## config.mk

```make
export PLATFORM = sky130hd
export DESIGN_NAME = fir_sample_fetch_flat
export DESIGN_NICKNAME = d
export VERILOG_FILES = /design/src/rtl/fir_pkg.sv /design/src/rtl/fir_sample_fetch_if.sv /design/src/rtl/fir_skid_fifo.sv /design/src/rtl/fir_sample_fetch.sv /design/src/flat_wrapper.sv
export SDC_FILE = /design/constraint.sdc
export NUM_CORES = 1
export LEC_CHECK = 0
export ABC_CLOCK_PERIOD_IN_PS = 4050
export CAP_MARGIN = 30
export CORE_ASPECT_RATIO = 0.8
export CORE_UTILIZATION = 35
export CTS_CLUSTER_DIAMETER = 60
export CTS_CLUSTER_SIZE = 14
export DETAILED_ROUTE_END_ITERATION = 10
export HOLD_SLACK_MARGIN = 0.08
export PLACE_DENSITY = 0.6
export SLEW_MARGIN = 20
export SYNTH_ARGS = -nofsm -noshare
export SYNTH_HDL_FRONTEND = slang
export SYNTH_HIERARCHICAL = 1
export SYNTH_SLANG_ARGS = --single-unit
```

## constraint.sdc

```tcl
create_clock -name clk -period 4.05 [get_ports clk]
set_input_delay 1.215 -clock clk [delete_from_list [all_inputs] [get_ports clk]]
set_output_delay 1.215 -clock clk [all_outputs]
set_load 0.05 [all_outputs]
```

## src/rtl/fir_pkg.sv

```systemverilog
// Shared definitions for the FIR sample fetch and write-back stages.
// Holds bus widths, the fetch FSM state encoding and the write-back base address.
package fir_pkg;

  localparam int ADDR_W        = 10;
  localparam int DATA_W        = 8;
  // Default base address for the sibling write-back stage.
  localparam int OUT_BASE_ADDR = 256;

  typedef enum logic [1:0] {
    IDLE,
    FETCH,
    DRAIN,
    DONE
  } fetch_state_t;

endpackage

```

## src/rtl/fir_sample_fetch_if.sv

```systemverilog
// Sample fetch bus: BRAM read port plus the valid/ready sample stream to the FIR core.
// master: the fetch engine (drives mem_en/mem_addr and the stream).
// slave : the BRAM + FIR core side (drives mem_dout and sample_ready).
interface fir_sample_fetch_if #(
  parameter int ADDR_W = fir_pkg::ADDR_W,
  parameter int DATA_W = fir_pkg::DATA_W
);

  logic              mem_en;
  logic [ADDR_W-1:0] mem_addr;
  logic [DATA_W-1:0] mem_dout;
  logic [DATA_W-1:0] sample_out;
  logic              sample_valid;
  logic              sample_ready;
  logic              sample_last;

  modport master (
    output mem_en, mem_addr, sample_out, sample_valid, sample_last,
    input  mem_dout, sample_ready
  );

  modport slave (
    input  mem_en, mem_addr, sample_out, sample_valid, sample_last,
    output mem_dout, sample_ready
  );

endinterface

```

## src/rtl/fir_skid_fifo.sv

```systemverilog
// Purpose: small first-word-fall-through FIFO absorbing BRAM read latency.
// Latency: a push becomes visible at pop_dat the cycle after it is written.
// Backpressure: push is accepted when not full, or when full with a same-cycle pop.
// Ports: clk/rst, push/push_dat in, pop in, pop_dat = head, count/empty/full status.
module fir_skid_fifo #(
  parameter int DEPTH  = 2,
  parameter int DATA_W = 8
) (
  input  logic                       clk,
  input  logic                       rst,
  input  logic                       push,
  input  logic [DATA_W-1:0]          push_dat,
  input  logic                       pop,
  output logic [DATA_W-1:0]          pop_dat,
  output logic [$clog2(DEPTH+1)-1:0] count,
  output logic                       empty,
  output logic                       full
);

  localparam int AW = (DEPTH > 1) ? $clog2(DEPTH) : 1;
  localparam int CW = $clog2(DEPTH + 1);
  localparam logic [AW-1:0] LAST_IDX = AW'(DEPTH - 1);
  localparam logic [CW-1:0] DEPTH_C  = CW'(DEPTH);

  logic [DATA_W-1:0] mem [DEPTH];
  logic [AW-1:0]     wr_ptr;
  logic [AW-1:0]     rd_ptr;
  logic              do_push;
  logic              do_pop;

  assign empty   = (count == '0);
  assign full    = (count == DEPTH_C);
  assign do_pop  = pop && !empty;
  // When full, the slot being popped is the one written, which is safe:
  // the head is read combinationally before the edge overwrites it.
  assign do_push = push && (!full || do_pop);
  assign pop_dat = mem[rd_ptr];

  always_ff @(posedge clk) begin
    if (do_push) begin
      mem[wr_ptr] <= push_dat;
    end
  end

  always_ff @(posedge clk) begin
    if (rst) begin
      wr_ptr <= '0;
      rd_ptr <= '0;
      count  <= '0;
    end else begin
      if (do_push) begin
        wr_ptr <= (wr_ptr == LAST_IDX) ? '0 : wr_ptr + AW'(1);
      end
      if (do_pop) begin
        rd_ptr <= (rd_ptr == LAST_IDX) ? '0 : rd_ptr + AW'(1);
      end
      count <= count + CW'(do_push) - CW'(do_pop);
    end
  end

endmodule

```

## src/rtl/fir_sample_fetch.sv

```systemverilog
// Purpose: on start, read sample_count samples from BRAM and stream them in address order.
// Latency: first sample_valid RD_LAT+1 cycles after start; done N+RD_LAT+2 cycles after start.
// Backpressure: reads are credit-limited by FIFO space, so sample_ready=0 never drops data.
// Ports: clk/rst; start/input_addr/sample_count control; busy/done/fetch_count status;
//        bus (master): mem_en/mem_addr/mem_dout BRAM port, sample_out/valid/ready/last stream.
module fir_sample_fetch
  import fir_pkg::*;
#(
  parameter int ADDR_W     = fir_pkg::ADDR_W,
  parameter int DATA_W     = fir_pkg::DATA_W,
  parameter int RD_LAT     = 1,
  parameter int FIFO_DEPTH = 2
) (
  input  logic              clk,
  input  logic              rst,
  input  logic              start,
  input  logic [ADDR_W-1:0] input_addr,
  input  logic [ADDR_W-1:0] sample_count,
  output logic              busy,
  output logic              done,
  output logic [ADDR_W-1:0] fetch_count,
  fir_sample_fetch_if.master bus
);

  // One spare bit so fifo_count + outstanding cannot wrap.
  localparam int CW = $clog2(FIFO_DEPTH + 1) + 1;
  localparam logic [CW-1:0] DEPTH_C = CW'(FIFO_DEPTH);

  fetch_state_t state, state_nxt;

  logic [ADDR_W-1:0]                  addr;
  logic [ADDR_W-1:0]                  remaining;
  logic [ADDR_W-1:0]                  latched_count;
  logic [ADDR_W-1:0]                  mem_addr_c;
  logic [CW-1:0]                      outstanding;
  logic [RD_LAT-1:0]                  rd_vld_sr;
  logic [$clog2(FIFO_DEPTH+1)-1:0]    fifo_count;
  logic [DATA_W-1:0]                  fifo_head;
  logic                               fifo_empty;
  logic                               fifo_full;
  logic                               fifo_push;
  logic                               fifo_pop;
  logic                               start_acc;
  logic                               credit;
  logic                               issue;

  assign start_acc = (state == IDLE) && start && !rst;
  assign fifo_pop  = bus.sample_valid && bus.sample_ready;
  assign fifo_push = rd_vld_sr[RD_LAT-1] && (!fifo_full || fifo_pop);

  // Credit: every entry in the FIFO plus every read in flight holds a slot.
  // A same-cycle pop frees its slot at the edge, which keeps one sample per
  // cycle flowing with a 2-deep FIFO at RD_LAT=1.
  assign credit = (CW'(fifo_count) + outstanding) < (DEPTH_C + CW'(fifo_pop));

  // State register
  always_ff @(posedge clk) begin
    if (rst) begin
      state <= IDLE;
    end else begin
      state <= state_nxt;
    end
  end

  // Next state. The first read is issued in the start cycle itself, so a
  // single-sample transfer skips FETCH entirely.
  always_comb begin
    state_nxt = state;
    case (state)
      IDLE: begin
        if (start) begin
          if (sample_count == '0) begin
            state_nxt = DONE;
          end else if (sample_count == ADDR_W'(1)) begin
            state_nxt = DRAIN;
          end else begin
            state_nxt = FETCH;
          end
        end
      end
      FETCH: begin
        if (issue && (remaining == ADDR_W'(1))) begin
          state_nxt = DRAIN;
        end
      end
      DRAIN: begin
        if ((outstanding == '0) && fifo_empty) begin
          state_nxt = DONE;
        end
      end
      DONE:    state_nxt = IDLE;
      default: state_nxt = IDLE;
    endcase
  end

  // Outputs
  always_comb begin
    issue      = 1'b0;
    mem_addr_c = addr;
    busy       = 1'b0;
    done       = 1'b0;
    case (state)
      IDLE: begin
        if (start_acc) begin
          mem_addr_c = input_addr;
          issue      = (sample_count != '0) && credit;
        end
      end
      FETCH: begin
        issue = credit;
        busy  = 1'b1;
      end
      DRAIN:   busy = 1'b1;
      DONE:    done = 1'b1;
      default: ;
    endcase
  end

  assign bus.mem_en       = issue;
  assign bus.mem_addr     = mem_addr_c;
  assign bus.sample_valid = !fifo_empty;
  assign bus.sample_out   = fifo_empty ? '0 : fifo_head;
  assign bus.sample_last  = bus.sample_valid && (fetch_count == latched_count - ADDR_W'(1));

  // Transfer bookkeeping and read-return tracking
  always_ff @(posedge clk) begin
    if (rst) begin
      addr          <= '0;
      remaining     <= '0;
      latched_count <= '0;
      fetch_count   <= '0;
      outstanding   <= '0;
      rd_vld_sr     <= '0;
    end else begin
      rd_vld_sr   <= (rd_vld_sr << 1) | RD_LAT'(issue);
      outstanding <= outstanding + CW'(issue) - CW'(rd_vld_sr[RD_LAT-1]);
      if (start_acc) begin
        latched_count <= sample_count;
        addr          <= input_addr;
        remaining     <= sample_count;
      end
      // Address wraps naturally modulo 2^ADDR_W.
      if (issue) begin
        addr      <= mem_addr_c + ADDR_W'(1);
        remaining <= (start_acc ? sample_count : remaining) - ADDR_W'(1);
      end
      if (start_acc) begin
        fetch_count <= '0;
      end else if (fifo_pop) begin
        fetch_count <= fetch_count + ADDR_W'(1);
      end
    end
  end

  fir_skid_fifo #(
    .DEPTH  (FIFO_DEPTH),
    .DATA_W (DATA_W)
  ) u_fifo (
    .clk      (clk),
    .rst      (rst),
    .push     (fifo_push),
    .push_dat (bus.mem_dout),
    .pop      (fifo_pop),
    .pop_dat  (fifo_head),
    .count    (fifo_count),
    .empty    (fifo_empty),
    .full     (fifo_full)
  );

endmodule
```

## src/flat_wrapper.sv

```systemverilog
// flat-port wrapper written by rule: the top's interface ports become plain ports
module fir_sample_fetch_flat import fir_pkg::*;
#(
  parameter int ADDR_W     = fir_pkg::ADDR_W,
  parameter int DATA_W     = fir_pkg::DATA_W,
  parameter int RD_LAT     = 1,
  parameter int FIFO_DEPTH = 2
)
  (clk, rst, start, input_addr, sample_count, busy, done, fetch_count, bus_mem_en, bus_mem_addr, bus_sample_out, bus_sample_valid, bus_sample_last, bus_mem_dout, bus_sample_ready);
  fir_sample_fetch_if #(.ADDR_W(ADDR_W), .DATA_W(DATA_W)) bus_i ();
  input  logic clk;
  input  logic rst;
  input  logic start;
  input  logic [ADDR_W-1:0] input_addr;
  input  logic [ADDR_W-1:0] sample_count;
  output logic busy;
  output logic done;
  output logic [ADDR_W-1:0] fetch_count;
  output wire logic [$bits(bus_i.mem_en)-1:0] bus_mem_en;
  output wire logic [$bits(bus_i.mem_addr)-1:0] bus_mem_addr;
  output wire logic [$bits(bus_i.sample_out)-1:0] bus_sample_out;
  output wire logic [$bits(bus_i.sample_valid)-1:0] bus_sample_valid;
  output wire logic [$bits(bus_i.sample_last)-1:0] bus_sample_last;
  input wire logic [$bits(bus_i.mem_dout)-1:0] bus_mem_dout;
  input wire logic [$bits(bus_i.sample_ready)-1:0] bus_sample_ready;
  assign bus_mem_en = bus_i.mem_en;
  assign bus_mem_addr = bus_i.mem_addr;
  assign bus_sample_out = bus_i.sample_out;
  assign bus_sample_valid = bus_i.sample_valid;
  assign bus_sample_last = bus_i.sample_last;
  assign bus_i.mem_dout = bus_mem_dout;
  assign bus_i.sample_ready = bus_sample_ready;
  fir_sample_fetch #(.ADDR_W(ADDR_W), .DATA_W(DATA_W), .RD_LAT(RD_LAT), .FIFO_DEPTH(FIFO_DEPTH)) u_core (.clk(clk), .rst(rst), .start(start), .input_addr(input_addr), .sample_count(sample_count), .busy(busy), .done(done), .fetch_count(fetch_count), .bus(bus_i));
endmodule
```

* Word-level counts from Yosys, hierarchy flattened
Memories as Yosys holds them, arrays and structs flattened. A register that Yosys moved wholly into a read port is not among the register bits. Index checks and enable logic that the tools add are counted. Widths: inputs -> output; s select.
Word-level totals: register bits after elaboration 50, bits of input ports 32, memories 1, memory bits (writable) 16
Operators by class: muxes and demuxes 22, $lt $le $gt $ge 1, add/sub/neg operators 12, eq/ne operators 10, reduce and logical (&&, ||, !) cells 23
Memory list:
- u_core.u_fifo.mem | words 2, bits a word 8, rd ports 1, clocked after memory_dff 1, wr ports 1, RTL line fir_skid_fifo.sv:25 | logic [DATA_W-1:0] mem [DEPTH];
Operators with widths (number):
- $mux 10 | 5
- $add 10x1->10 const B | 2
- $eq 10x1->1 const B | 2
- $sub 10x1->10 const B | 2
- $eq 10x10->1 | 1
- $logic_and 1x1->1 | 10
- $logic_not 10->1 | 1
- $mux 2 | 5
- $reduce_bool 10->1 | 1
- $mux 1 | 9
- $mux 8 | 1
- $pmux 2 s4 | 1
- $eq 2x2->1 const B | 3
- $logic_not 2->1 | 2
- $ne 2x1->1 const B | 2
- $reduce_or 2->1 | 2
- $add 2x1->3 const A | 1
- $add 2x3->3 | 1
- $add 3x1->3 | 1
- $logic_not 1->1 | 3
- $logic_not 3->1 | 1
- $lt 3x3->1 | 1
- $reduce_and 3->1 | 1
- $sub 3x1->3 | 1
- 7 further kinds | 9

* Longest topological paths before layout
word-level depth 11, depth in mapped cells 12, gate-level depth less buffers 11

* Hierarchy
Netlist, hierarchy kept.
By module, submodules not included:
- fir_sample_fetch | instances 1, sequential area each 920.9 um^2, area an instance 2836.5 um^2, cells each 349
- fir_skid_fifo | instances 1, sequential area each 580.6 um^2, area an instance 825.8 um^2, cells each 52

* Worst setup path after synthesis
Ideal clock, no wire load.
kind in2out, start point input port sample_count[6], end point output port bus_mem_en, stages 5, data required time 2.835 ns, slack 0.253 ns, data arrival time 2.582 ns, cell sequence or4_4 -> or4_4 -> nand3_1 -> inv_2 -> buf_6
Between the ends: longest elaborated chain between the ends 4
RTL lines:
- from (decl) | RTL line flat_wrapper.sv:15 | input logic [ADDR_W-1:0] sample_count;
- $reduce_bool 10->1 | RTL line fir_sample_fetch.sv:106 | issue = (sample_count != '0) && credit;
- $logic_and 1x1->1 | RTL line fir_sample_fetch.sv:106
- $mux 1 | RTL line fir_sample_fetch.sv:104 | if (start_acc) begin
- $pmux 1 s2 | RTL line fir_sample_fetch.sv:102 | case (state)
- to (decl) | RTL line flat_wrapper.sv:19 | output wire logic [$bits(bus_i.mem_en)-1:0] bus_mem_en;
No other way between the ends.

* Worst setup path in the final report
start point input port sample_count[0], end point output port bus_mem_en
Same word-level chain as after synthesis.

==> impl_metrics.csv <==
group,metric,value,unit
run_status,status,"complete, no violations",
detailed_routing,routed_wl,8.82,mm
clock_network,insertion_delay,0.33,ns
layout,multi_input_area,2030,um^2
die,rows,33,
pwr,leakagePower,2.04,nW
placed_design,dp_hpwl,6.59,mm
synth,synth_area_leaders,"dfxtp_1 (28%), edfxtp_1 (13%), nand2_1 (5.6%)",
detailed_routing,drc,0,
grt,antenna_found_initial,0,
pwr,power_density,673,nW/um^2
die,ioPinCount,65,
die,initial_core_util,35.9,%
synth,synth_area,3660,um^2
die,die_height,93.5,um
setup_path,critPathLaunchType,"input port",
pwr,power.switching,1.37,mW
sta,setup_ws,0.0478,ns
pwr,clockPowerShare,23.8,%
synth,avgSynthCellArea,9.13,um^2
grt,grt_overflow,0,
layout,drive_gt1_share,16.2,%
synth,yosys_most_used_dff,"dfxtp_1",
sta,rsz0062_at_grt,"no",
sta,holdWs,0.505,ns
detailed_routing,dr.pass1.iters,4,
clock_network,ctsLongestPathBuffers,2,
sta,setup_viol,0,
setup_path,end_kind,"output pin",
detailed_routing,wire_per_inst,14.1,um
clock_network,clock_sinks,67,
placed_design,place_ws,-0.193,ns
synth,yosysTopAreaCell,"dfxtp_1",
synth,syn_nets,448,
pwr,internal-power,1.99,mW
clock_network,h-tree-depth,3,
pwr,sw_frac_of_total,40.8,%
grt,grt_max_degree,37,
sta,skew,0.00568,ns
detailed_routing,antenna_left,0,
synth,synth_seq_area_share,41.0,%
clock_network,tritoncts,"yes",
layout,nNetsFinal,529,
synth,synth_edf_count,16,
placed_design,numPortBuffers,64,
grt,grt_use_total,17.4,%
detailed_routing,vias,3085,
synth,async_flop_share,0,%
sta,hold_violations,0,
setup_path,r2r_slack,1.17,ns
synth,ys_ff_latch,67,
detailed_routing,vias_per_cell,4.92,
layout,fillCellCount,973,
layout,syn_to_final_growth,36.5,%
pwr,peakVddDrop,0.596,mV
sta,worst_pin_slew,0.763,ns
sta,post-route-period-util,98.8,%
clock_network,path_clk_slew,0.06,ns
synth,synth.top_cell.area_share,27.9,%
sta,slew_viol_final,0,
detailed_routing,initialDrtViolationCount,145,
pwr,power_frac_seq,27.8,%
synth,synthCells,401,
pwr,combPwrFrac,48.4,%
layout,diodes,0,
die,die_w,116,um
synth,yosysWarnings,6,
grt,grt_pass1_wl,14.4,mm
grt,first_global_vias,2853,
die,die_area,10900,um^2
sta,period_minus_slack,4.00,ns
layout,register_area,1500,um^2
setup_path,critPathKind,"input port to output pin",
setup_path,path_max_fanout,2,
sta,max_freq,250,MHz
sta,relSlewSlack,48.9,%
placed_design,place.gp.congestion,0.831,
min_path,min_path_type,"flop to flop",
clock_network,cts-root-buf,"clkbuf_16",
die,core-area,10200,um^2
synth,synthDistinctLibCells,60,
run,max_cap_viol_count,0,
clock_network,numCtsBuffers,9,
setup_path,cp.arrival,2.79,ns
setup_path,required,2.83,ns
final timing paths:
kind,cells after the start,startpoint,to
max,6,sample_count[0],bus_mem_en
min,1,u_core/latched_count[9],u_core/latched_count[9]
max reg2reg,12,u_core/u_fifo/count[1],u_core/outstanding[2]
min reg2reg,1,u_core/latched_count[9],u_core/latched_count[9]
critical path, cell delays in order:
cell and delay, ns:
clkdlybuf4s50_1 0.44, or3_4 0.41, or4_4 0.45, nand3_4 0.08, inv_2 0.05, buf_12 0.14
through the flow:
stage | area, um^2 | setup TNS (ns) | cells | power, mW | util [%]
after floorplan | 3660 | 0 | 401 | 2.04 | -
after global placement | 4660 | -0.274 | 610 | 2.53 | 45.7
after detailed placement | 4660 | -0.363 | 610 | 2.56 | 45.7
after CTS | 4980 | 0 | 627 | 3.39 | 48.8
after global routing | 5000 | 0 | 627 | 3.59 | 49.0
final | 5000 | 0 | 627 | 3.36 | 49.0
repair_timing:
item                       CTS  global route
setup buffers                1             0
pin swaps                    3             2
hold buffers                 0             0
setup endpoints to repair    1             1
resized for setup            5             5
flip-flops by register name (all words and copies together), names as in the netlist, named ones only:
register and flops:
u_core/remaining 10, u_core/outstanding 3, u_core/addr 10, u_core/state 2, u_core/rd_vld_sr 1, u_core/u_fifo/count 2
u_core/u_fifo/wr_ptr 1, u_core/fetch_count 10, u_core/u_fifo/mem 16, u_core/u_fifo/rd_ptr 1, u_core/latched_count 10
synthesized netlist by cell type (2+ instances only):
master    count
o22ai_1       2
and3b_1       2
nor4bb_1      2
and3_1        3
nor3_1       13
and4_4        2
o41ai_1       3
mux2i_1       9
nand4_1       7
a22o_1        6
o21ai_0       9
nor2b_1      13
xor2_1       16
nand2b_1      7
xnor2_1      13
o21a_1        2
nand2_1      55
nor3_2        3
or3_1         3
clkbuf_1     10
buf_6         2
dfxtp_1      51
edfxtp_1     16
nor4_1        2
fa_1          2
a21boi_0      3
or4_4         2
mux2_2       11
buf_2         2
and4_1        5
nor2_1       34
a21oi_1       9
a31oi_1       5
inv_1        17
nand3_1      19
a41oi_1       3
ha_1         13
a211oi_1      3
metal layers:
metal | global-route usage [%] | share of wire (%)
met3 | 4.54 | 5.0
met2 | 25.1 | 43
met4 | 5.13 | 1.1
met1 | 25.0 | 51
met5 | 0 | 0
kinds of logic (layout without fill, tap and decap cells):
| group | count (synthesis) | in the layout | synth area share [%] |
|---|---|---|---|
| flops | 67 | 67 | 41.0 |
| fa+ha+maj | 15 | 15 | 5.53 |
| simple gates | 179 | 179 | 25.2 |
| compound gates | 56 | 56 | 11.0 |
| mux | 21 | 21 | 6.25 |
| buf+inv | 34 | 120 | 4.07 |
| xor+xnor | 29 | 29 | 6.94 |
final cells by class:
class / instances / area share, %
Multi-Input combinational cell: 300 / 40.7
Tap cell: 140 / 3.50
Inverter: 18 / 1.35
Clock inverter: 7 / 1.63
Sequential cell: 67 / 30.0
Timing Repair Buffer: 86 / 18.3
Clock buffer: 9 / 4.51
power by group through the flow:
stage          Clock [mW]  Sequential [mW]  Combinational (mW)
6_report            0.801            0.934                1.63
3_3_place_gp            0            0.941                1.59
3_5_place_dp            0            0.948                1.62
2_1_floorplan           0            0.919                1.12
4_1_cts             0.825            0.934                1.63
5_1_grt             0.850            0.957                1.78
cells in the final DEF (no fill, tap or decap), types with 6 or more instances in the layout:
cell,Yosys,routed
nand2_1,55,55
dfxtp_1,51,51
clkdlybuf4s50_1,0,46
nor2_1,34,34
buf_4,1,23
nand3_1,19,18
inv_1,17,17
xor2_1,16,16
edfxtp_1,16,16
nor2b_1,13,13
nor3_1,13,13
xnor2_1,13,13
ha_1,13,13
buf_12,0,11
mux2_2,11,11
clkbuf_16,0,9
a21oi_1,9,9
o21ai_0,9,9
mux2i_1,9,9
nand2b_1,7,7
nand4_1,7,7
a22o_1,6,6
Note: power is estimated with default switching activity, not from simulation.
